$ cat src/rtl/rdma_req_arb_ul_if.sv
// Request-path bundle for rdma_req_arb_ul: N_CHAN input channels
// merged onto one output; slave is the arbiter view, master the requester view.
interface rdma_req_arb_ul_if #(
   parameter int N_CHAN    = 4,
   parameter int DATA_BITS = 96
);
   localparam int CHAN_BITS = $clog2(N_CHAN);

   logic [N_CHAN-1:0]           s_req_valid;
   logic [N_CHAN-1:0]           s_req_ready;
   logic [N_CHAN*DATA_BITS-1:0] s_req_data;
   logic                        m_req_valid;
   logic                        m_req_ready;
   logic [DATA_BITS-1:0]        m_req_data;
   logic [CHAN_BITS-1:0]        m_req_chan;

   modport slave (
      input  s_req_valid, s_req_data, m_req_ready,
      output s_req_ready, m_req_valid, m_req_data, m_req_chan
   );

   modport master (
      output s_req_valid, s_req_data, m_req_ready,
      input  s_req_ready, m_req_valid, m_req_data, m_req_chan
   );
endinterface

$ cat src/rtl/rdma_req_arb_ul.sv
// Per-channel FIFOs feeding a round-robin arbiter and one output register.
// Define RDMA_REQ_STATS_EN to build the per-channel granted-beat counters.
module rdma_req_arb_ul #(
   parameter int N_CHAN    = 4,
   parameter int DATA_BITS = 96,
   parameter int DEPTH     = 8,
   localparam int CHAN_BITS = $clog2(N_CHAN),
   localparam int CNT_BITS  = $clog2(DEPTH) + 1,
   localparam int PTR_BITS  = $clog2(DEPTH)
) (
   input  logic                       aclk,
   input  logic                       areset,
   rdma_req_arb_ul_if.slave           bus,
   output logic [N_CHAN*32-1:0]       stat_grant_cnt,
   output logic [N_CHAN*CNT_BITS-1:0] fifo_fill
);
   typedef logic [DATA_BITS-1:0] data_t;

   data_t                mem_q  [N_CHAN][DEPTH];
   data_t                mem_d  [N_CHAN][DEPTH];
   logic [PTR_BITS-1:0]  wptr_q [N_CHAN];
   logic [PTR_BITS-1:0]  wptr_d [N_CHAN];
   logic [PTR_BITS-1:0]  rptr_q [N_CHAN];
   logic [PTR_BITS-1:0]  rptr_d [N_CHAN];
   logic [CNT_BITS-1:0]  fill_q [N_CHAN];
   logic [CNT_BITS-1:0]  fill_d [N_CHAN];
   logic [N_CHAN-1:0]    rdy_q, rdy_d;
   logic [N_CHAN-1:0]    push, pop;
   logic                 ov_q, ov_d;
   data_t                data_q, data_d;
   logic [CHAN_BITS-1:0] chan_q, chan_d;
   logic [CHAN_BITS-1:0] last_q, last_d;
   logic                 load, found;
   logic [CHAN_BITS-1:0] gnt;

   // Round-robin search starting just after the last winner.
   always_comb begin
      int c;
      logic [CHAN_BITS-1:0] cidx;
      found = 1'b0;
      gnt   = '0;
      for (int k = 1; k <= N_CHAN; k++) begin
         c    = (int'(last_q) + k) % N_CHAN;
         cidx = CHAN_BITS'(c);
         if (!found && fill_q[cidx] != '0) begin
            found = 1'b1;
            gnt   = cidx;
         end
      end
   end

   always_comb begin
      load   = !ov_q || bus.m_req_ready;
      push   = bus.s_req_valid & rdy_q;
      pop    = '0;
      ov_d   = ov_q;
      data_d = data_q;
      chan_d = chan_q;
      last_d = last_q;
      if (load) begin
         ov_d = found;
         if (found) begin
            pop[gnt] = 1'b1;
            data_d   = mem_q[gnt][rptr_q[gnt]];
            chan_d   = gnt;
            last_d   = gnt;
         end
      end
   end

   always_comb begin
      mem_d = mem_q;
      for (int i = 0; i < N_CHAN; i++) begin
         wptr_d[i] = wptr_q[i] + PTR_BITS'(push[i]);
         rptr_d[i] = rptr_q[i] + PTR_BITS'(pop[i]);
         fill_d[i] = fill_q[i] + CNT_BITS'(push[i]) - CNT_BITS'(pop[i]);
         rdy_d[i]  = fill_d[i] < CNT_BITS'(DEPTH);
         if (push[i])
            mem_d[i][wptr_q[i]] = bus.s_req_data[i*DATA_BITS +: DATA_BITS];
      end
   end

   always_ff @(posedge aclk) begin
      mem_q <= mem_d;
   end

   always_ff @(posedge aclk) begin
      if (areset) begin
         for (int i = 0; i < N_CHAN; i++) begin
            wptr_q[i] <= '0;
            rptr_q[i] <= '0;
            fill_q[i] <= '0;
         end
         rdy_q  <= '0;
         ov_q   <= 1'b0;
         data_q <= '0;
         chan_q <= '0;
         last_q <= CHAN_BITS'(N_CHAN - 1);
      end else begin
         wptr_q <= wptr_d;
         rptr_q <= rptr_d;
         fill_q <= fill_d;
         rdy_q  <= rdy_d;
         ov_q   <= ov_d;
         data_q <= data_d;
         chan_q <= chan_d;
         last_q <= last_d;
      end
   end

   assign bus.s_req_ready = rdy_q;
   assign bus.m_req_valid = ov_q;
   assign bus.m_req_data  = data_q;
   assign bus.m_req_chan  = chan_q;

   always_comb begin
      fifo_fill = '0;
      for (int i = 0; i < N_CHAN; i++)
         fifo_fill[i*CNT_BITS +: CNT_BITS] = fill_q[i];
   end

`ifdef RDMA_REQ_STATS_EN
   logic [31:0] stat_q [N_CHAN];
   logic [31:0] stat_d [N_CHAN];

   always_comb begin
      for (int i = 0; i < N_CHAN; i++)
         stat_d[i] = stat_q[i] + 32'(pop[i]);
   end

   always_ff @(posedge aclk) begin
      if (areset) begin
         for (int i = 0; i < N_CHAN; i++)
            stat_q[i] <= '0;
      end else begin
         stat_q <= stat_d;
      end
   end

   always_comb begin
      stat_grant_cnt = '0;
      for (int i = 0; i < N_CHAN; i++)
         stat_grant_cnt[i*32 +: 32] = stat_q[i];
   end
`else
   assign stat_grant_cnt = '0;
`endif
endmodule

$ cat src/flat_wrapper.sv
// flat-port wrapper written by rule: the top's interface ports become plain ports
module rdma_req_arb_ul_flat 
#(
   parameter int N_CHAN    = 4,
   parameter int DATA_BITS = 96,
   parameter int DEPTH     = 8,
   localparam int CHAN_BITS = $clog2(N_CHAN),
   localparam int CNT_BITS  = $clog2(DEPTH) + 1,
   localparam int PTR_BITS  = $clog2(DEPTH)
)
  (aclk, areset, stat_grant_cnt, fifo_fill, bus_s_req_valid, bus_s_req_data, bus_m_req_ready, bus_s_req_ready, bus_m_req_valid, bus_m_req_data, bus_m_req_chan);
  rdma_req_arb_ul_if #(.N_CHAN(N_CHAN), .DATA_BITS(DATA_BITS)) bus_i ();
  input  logic aclk;
  input  logic areset;
  output logic [N_CHAN*32-1:0] stat_grant_cnt;
  output logic [N_CHAN*CNT_BITS-1:0] fifo_fill;
  input wire logic [$bits(bus_i.s_req_valid)-1:0] bus_s_req_valid;
  input wire logic [$bits(bus_i.s_req_data)-1:0] bus_s_req_data;
  input wire logic [$bits(bus_i.m_req_ready)-1:0] bus_m_req_ready;
  output wire logic [$bits(bus_i.s_req_ready)-1:0] bus_s_req_ready;
  output wire logic [$bits(bus_i.m_req_valid)-1:0] bus_m_req_valid;
  output wire logic [$bits(bus_i.m_req_data)-1:0] bus_m_req_data;
  output wire logic [$bits(bus_i.m_req_chan)-1:0] bus_m_req_chan;
  assign bus_i.s_req_valid = bus_s_req_valid;
  assign bus_i.s_req_data = bus_s_req_data;
  assign bus_i.m_req_ready = bus_m_req_ready;
  assign bus_s_req_ready = bus_i.s_req_ready;
  assign bus_m_req_valid = bus_i.m_req_valid;
  assign bus_m_req_data = bus_i.m_req_data;
  assign bus_m_req_chan = bus_i.m_req_chan;
  rdma_req_arb_ul #(.N_CHAN(N_CHAN), .DATA_BITS(DATA_BITS), .DEPTH(DEPTH)) u_core (.aclk(aclk), .areset(areset), .bus(bus_i), .stat_grant_cnt(stat_grant_cnt), .fifo_fill(fifo_fill));
endmodule
$ cat config.mk
export PLATFORM = sky130hd
export DESIGN_NAME = rdma_req_arb_ul_flat
export DESIGN_NICKNAME = d
export VERILOG_FILES = /design/src/rtl/rdma_req_arb_ul_if.sv /design/src/rtl/rdma_req_arb_ul.sv /design/src/flat_wrapper.sv
export SDC_FILE = /design/constraint.sdc
export NUM_CORES = 2
export LEC_CHECK = 0
export CORE_MARGIN = 2
export CORE_UTILIZATION = 50
export DETAILED_ROUTE_END_ITERATION = 8
export PLACE_DENSITY = 0.68
export SYNTH_ARGS = -nofsm -noshare
export SYNTH_HDL_FRONTEND = slang
export SYNTH_SLANG_ARGS = --single-unit
$ cat constraint.sdc
create_clock -name aclk -period 10.7 [get_ports aclk]
set_clock_uncertainty 0.2 [all_clocks]
set_input_delay 1.07 -clock aclk [delete_from_list [all_inputs] [get_ports aclk]]
set_output_delay 1.07 -clock aclk [all_outputs]
set_load 0.005 [all_outputs]
Word level (Yosys, flattened, before mapping)
Index checks and enable logic that the tools add are counted.
- output and inout port bits: 247
- register bits after elaboration: 3217
- $lt $le $gt $ge: 20
- reduce and logical (&&, ||, !) cells: 18
- bitwise logic cells: 11
- $add $sub $neg: 20
- mux-type cells: 45
- operators with widths (operator ; number):
    768-bit bitwise mux ; 4
    768-bit binary-select mux with 2-bit select ; 1
    768-bit two-way mux ; 2
    96-bit demux with 3-bit select ; 4
    96-bit two-way mux ; 6
    96-bit binary-select mux with 3-bit select ; 1
    4-bit two-way mux ; 10
    4-bit binary-select mux with 2-bit select ; 4
    3-bit by 1-bit adder with 3-bit output ; 8
    4-bit greater-or-equal comparator, second input constant ; 5
    3-bit NOT with 4-bit output ; 5
    4-bit by 1-bit adder with 4-bit output ; 4
    4-bit by 1-bit less-than comparator with 1-bit output, second input constant ; 4
    4-bit less-than comparator, second input constant ; 4
    4-bit nonzero test ; 4
    4-bit by 1-bit subtractor with 4-bit output ; 4
    3-bit greater-or-equal comparator, second input constant ; 5
    2-bit NOT with 3-bit output ; 5
    1-bit logical AND ; 8
    2-bit two-way mux ; 4
    3-bit binary-select mux with 2-bit select ; 1
    3-bit two-way mux ; 2
    1-bit two-way mux ; 5
    2-bit by 1-bit adder with 2-bit output, second input constant ; 2
    other kinds (8) ; 12

Longest topological paths before layout
- word-level depth: 24
- depth in mapped cells: 16
- gate-level depth less buffers: 13

Worst setup path after synthesis
OpenSTA, ideal clock, no wires.
- path type: input-to-reg
- start point: in bus_s_req_valid[0]
- end point: reg u_core.mem_q[2976] in the netlist's numbering (enable)
- path buffers: 0
- stages: 3
- setup slack: 1.980 ns
- arrival time: 7.851 ns
- data required time: 9.831 ns
- path through: and2_1 -> nand2b_1 -> nor3_1
- word-level cells in the longest chain between the ends: 1
- RTL lines (item ; line ; source):
    start: declaration ; flat_wrapper.sv:17 ; input wire logic [$bits(bus_i.s_req_valid)-1:0] bus_s_req_valid;
    4-bit AND ; rdma_req_arb_ul.sv:54 ; push = bus.s_req_valid & rdy_q;
    end signal: assignment ; rdma_req_arb_ul.sv:84 ; mem_q <= mem_d;
    end: declaration ; rdma_req_arb_ul.sv:19 ; data_t mem_q [N_CHAN][DEPTH];
Every way passes these cells.
A chain may end at the register's enable or synchronous reset.

Final worst setup path
- start point: reg u_core.fill_q (netlist bit u_core.fifo_fill[5])
- end point: reg u_core.data_q[2], in the netlist u_core.bus.m_req_data[2]
- word-level cells in the longest chain between the ends: 22
- elaborated cells between the ends (all ways): 42
- those cells by class: 29 x mux; 2 x bitwise; 11 x reduce/logical
- RTL lines (item ; line ; source):
    start: declaration ; rdma_req_arb_ul.sv:25 ; logic [CNT_BITS-1:0] fill_q [N_CHAN];
    start signal: assignment ; rdma_req_arb_ul.sv:102 ; fill_q <= fill_d;
    4-bit binary-select mux with 2-bit select ; rdma_req_arb_ul.sv:45 ; if (!found && fill_q[cidx] != '0) begin
    4-bit two-way mux (implied by the code) (2 in series) ; rdma_req_arb_ul.sv:45 ;
    4-bit nonzero test ; rdma_req_arb_ul.sv:45 ;
    1-bit two-way mux ; rdma_req_arb_ul.sv:45 ;
    1-bit zero test ; rdma_req_arb_ul.sv:45 ;
    1-bit logical AND ; rdma_req_arb_ul.sv:45 ;
    1-bit two-way mux ; rdma_req_arb_ul.sv:45 ;
    1-bit zero test ; rdma_req_arb_ul.sv:45 ;
    [3 not listed] ; - ;
    1-bit logical AND ; rdma_req_arb_ul.sv:45 ;
    2-bit two-way mux ; rdma_req_arb_ul.sv:45 ;
    2-bit NOT with 3-bit output (implied by the code) ; rdma_req_arb_ul.sv:64 ; data_d = mem_q[gnt][rptr_q[gnt]];
    3-bit binary-select mux with 2-bit select ; rdma_req_arb_ul.sv:64 ;
    3-bit two-way mux (implied by the code) (2 in series) ; rdma_req_arb_ul.sv:64 ;
    3-bit NOT with 4-bit output (implied by the code) ; rdma_req_arb_ul.sv:64 ;
    96-bit binary-select mux with 3-bit select ; rdma_req_arb_ul.sv:64 ;
    96-bit two-way mux (implied by the code) (2 in series) ; rdma_req_arb_ul.sv:64 ;
    end signal: assignment ; rdma_req_arb_ul.sv:105 ; data_q <= data_d;
    end: declaration ; rdma_req_arb_ul.sv:30 ; data_t data_q, data_d;
Several ways; a longest one is shown, not always the timed one. The select of a mux whose other input is x is not followed.

==> flow_summary.yaml <==
grt:
  grt.total_usage: 0.2980
  gr-usage-met3: 0.06709
  grt_pass1_vias: 81265
  grt_pass1_wl_um: 583200
  grt_max_degree: 183
  grt-ovfl-total: 0
  antenna_found_initial: 86
  met1_usage: 0.3917
  top_usage_layer: "met2"
  use_met2: 0.4753
yosys:
  synth_top_family_by_area: "multiplexers"
  synth_cells: 8684
  synthXorXnorAreaFrac: 0.001321
  ys_ff_latch: 3217
  synth-async-reset-ratio: 0
  synth_compound_area_frac: 0.07418
  synth_ff_type: "edfxtp_1"
  netlist.area_leader.share: 0.6955
  synth_top_area_cell: "edfxtp_1"
  synthTopCellsByCount: "edfxtp_1 (3072), mux2i_1 (1347), nand2_1 (782)"
  synth_fa_ha_area_frac: 0.003623
  syn_avg_cell_area_um2: 15.27
  yosysSeqAreaShare: 0.7174
  muxShareOfSynthArea: 0.1101
  yosys-top-cells-area: "edfxtp_1 (70%), mux2i_1 (10%), nand2_1 (2.2%)"
  ys_types: 51
  synth_warnings: 0
  synth_area_mm2: 0.1326
  synth-simple-area-share: 0.06260
  post-synth-top-count-cell: "edfxtp_1"
  synth_edf_count: 3072
setup_path:
  cp_slowest_cell: "a211oi_4"
  end_kind: "register"
  critPathTopFamily: "buffers and inverters"
  worstPathCellList: "or4_1, o221ai_4, buf_4, nand3_1, a211oi_4, buf_4, buf_4, buf_4, o22ai_1, o311ai_1, a21oi_1, a2111oi_2"
  max_stage_delay_ns: 0.84
  crit_top_cell: "buf_4"
  reg2reg_slack_ns: 3.84
  crit_type: "register to register"
  cp.required_ns: 11.35
  path_buf_inv: 4
  cp-start-kind: "register"
  crit_fanout: 61
  arrival_ns: 7.50
min_path:
  hp-class: "register to register"
drt:
  wl_um: 412800
  num_vias: 82761
  via_per_inst: 6.443
  drc_errors: 0
  ant_nets: 0
  drt_iter0_drc: 11778
  drt_first_pass_iters: 8
  wl_per_cell_um: 32.14
job:
  max-cap-violations: 0
timing:
  clock.fmax_mhz: 145.8
  rsz0062_at_grt: "no"
  setup_viol: 0
  tns_ns: 0
  period_share: 0.6410
  slew_violations: 0
  period_needed_ns: 6.858
  tightest_slew_ns: 1.308
  hold_viol_final: 0
  hold_slack_ns: 0.3385
  relSlewSlack: 0.1280
cells_and_area:
  fin_nets: 9432
  syn_to_final_growth_pct: 14.19
  drive_gt1_frac: 0.09450
clocking:
  worstSkewPairLatency_ns: 0.98
  htree_levels: 5
  cts_sinks: 3217
  cts_tree: "yes"
  clockRootBuffer: "clkbuf_16"
  post-cts-setup-buffers: 0
  cts-resized-gates: 0
  hold_buffers: 0
  clkTransAtPathRegs_ns: 0.06
  clock_path_buffers: 4
  cts_buffers: 342
pwr:
  combPwrFrac: 0.470
  vdd_drop_max_mv: 0.5244
  power_density_mw_per_mm2: 327.7
  p_int_mw: 29.89
  leakagePower_nw: 52.39
  switchingPower_mw: 19.74
  swShare: 0.3977
  pwr-share-clk: 0.234
  sequentialPowerShare: 0.296
die:
  fp.dieH_um: 519.0
  die_w_um: 519.0
  rows: 189
  initial_utilization: 0.5017
  design.core.area_mm2: 0.2644
  die_area_mm2: 0.2694
  ios: 638
placement:
  numPortBuffers: 509
  place.gp.congestion: 0.8381
  hpwl_um: 213300
status:
  run_status: "complete, no violations"
==> area by class of cell <==
class                           count  area, µm²
Tap cell                         3533       4420
Timing Repair Buffer              654       6564
Clock buffer                      480       9615
Clock inverter                    129       1254
Inverter                           20      75.07
Fill cell                       20198     112900
Sequential cell                  3217      95150
Antenna cell                       42      105.1
Multi-Input combinational cell   4770      34260
==> worst reg2reg max path, stage by stage, from the launching register on <==
cell and delay (ns):
dfxtp_1 0.37, or4_1 0.63, o221ai_4 0.53, buf_4 0.66
nand3_1 0.26, a211oi_4 0.84, buf_4 0.67, buf_4 0.85
buf_4 0.82, o22ai_1 0.21, o311ai_1 0.13, a21oi_1 0.14
a2111oi_2 0.44
==> placed cells by master (no fill, tap or decap), types with 23 or more instances in the layout <==
| cell | n |
|---|---|
| edfxtp_1 | 3072 |
| mux2i_1 | 1346 |
| nand2_1 | 780 |
| clkdlybuf4s50_1 | 508 |
| and3_1 | 386 |
| nand3_1 | 386 |
| o21ai_0 | 384 |
| clkbuf_16 | 349 |
| a211oi_1 | 195 |
| o22ai_1 | 194 |
| a22oi_1 | 192 |
| o311ai_1 | 173 |
| dfxtp_1 | 145 |
| conb_1 | 128 |
| nor2_1 | 119 |
| buf_4 | 115 |
| a21oi_1 | 102 |
| a2111oi_2 | 96 |
| mux2_2 | 96 |
| clkbuf_1 | 92 |
| clkinv_2 | 46 |
| diode_2 | 42 |
| clkinv_1 | 39 |
| clkbuf_8 | 39 |
| ha_1 | 32 |
| buf_12 | 30 |
| nor2b_1 | 28 |
| nor2_4 | 27 |
| bufinv_16 | 23 |
==> per-stage QoR <==
stage | setup slack (ns) | cell area (µm²) | power [mW] | std cells | utilization
global route | 3.707 | 151400 | 51.57 | 12833 | 0.5727
finish | 3.842 | 151400 | 49.63 | 12845 | 0.5728
floorplan | 1.980 | 133100 | 31.55 | 8811 | -
CTS | 4.001 | 151300 | 49.41 | 12803 | 0.5724
detailed placement | 4.020 | 140500 | 37.89 | 12194 | 0.5313
global placement | 4.257 | 140500 | 37.47 | 12194 | 0.5313
==> power by group through the flow <==
stage / clock network [mW] / logic, mW / registers (mW)
after floorplan: 0 / 16.7 / 14.8
after global placement: 0 / 22.5 / 14.9
after detailed placement: 0 / 22.9 / 15.0
after CTS: 11.7 / 23.0 / 14.7
after global routing: 12.2 / 24.7 / 14.7
final: 11.6 / 23.3 / 14.7
==> final timing paths <==
kind | from | end | depth (start not counted)
worst min-delay path | u_core.rptr_q[5]$_SDFF_PP0_ | u_core.rptr_q[5]$_SDFF_PP0_ | 2
worst min register to register | u_core.rptr_q[5]$_SDFF_PP0_ | u_core.rptr_q[5]$_SDFF_PP0_ | 2
worst max register to register | u_core.fifo_fill[5]$_SDFF_PP0_ | u_core.bus.m_req_data[2]$_SDFFE_PP0P_ | 12
worst max-delay path | u_core.fifo_fill[5]$_SDFF_PP0_ | u_core.bus.m_req_data[2]$_SDFFE_PP0P_ | 12
==> routing by layer <==
metal  wire (µm)  up-vias
met3       46300      997
met2      194500     5666
met1      154400    41820
met4       17190       60
met5         388        -
li1            -    34218
==> logic make-up after synthesis <==
family | Yosys count
multiplexers | 1446
AND/OR/NAND/NOR | 1768
XOR/XNOR | 20
AO/OA/AOI/OAI | 1372
other | 1
flip-flops | 3217
buffers and inverters | 824
adder cells (fa/ha/maj) | 36
==> registers in the layout (all words and copies together) (netlist names) <==
name                    flops
u_core.mem_q             3072
u_core.bus.m_req_data      96
u_core.fifo_fill           16
u_core.rptr_q              12
u_core.wptr_q              12
u_core.bus.s_req_ready      4
u_core.bus.m_req_chan       2
u_core.last_q               2
u_core.bus.m_req_valid      1
Power figures use the tool's default switching activity.
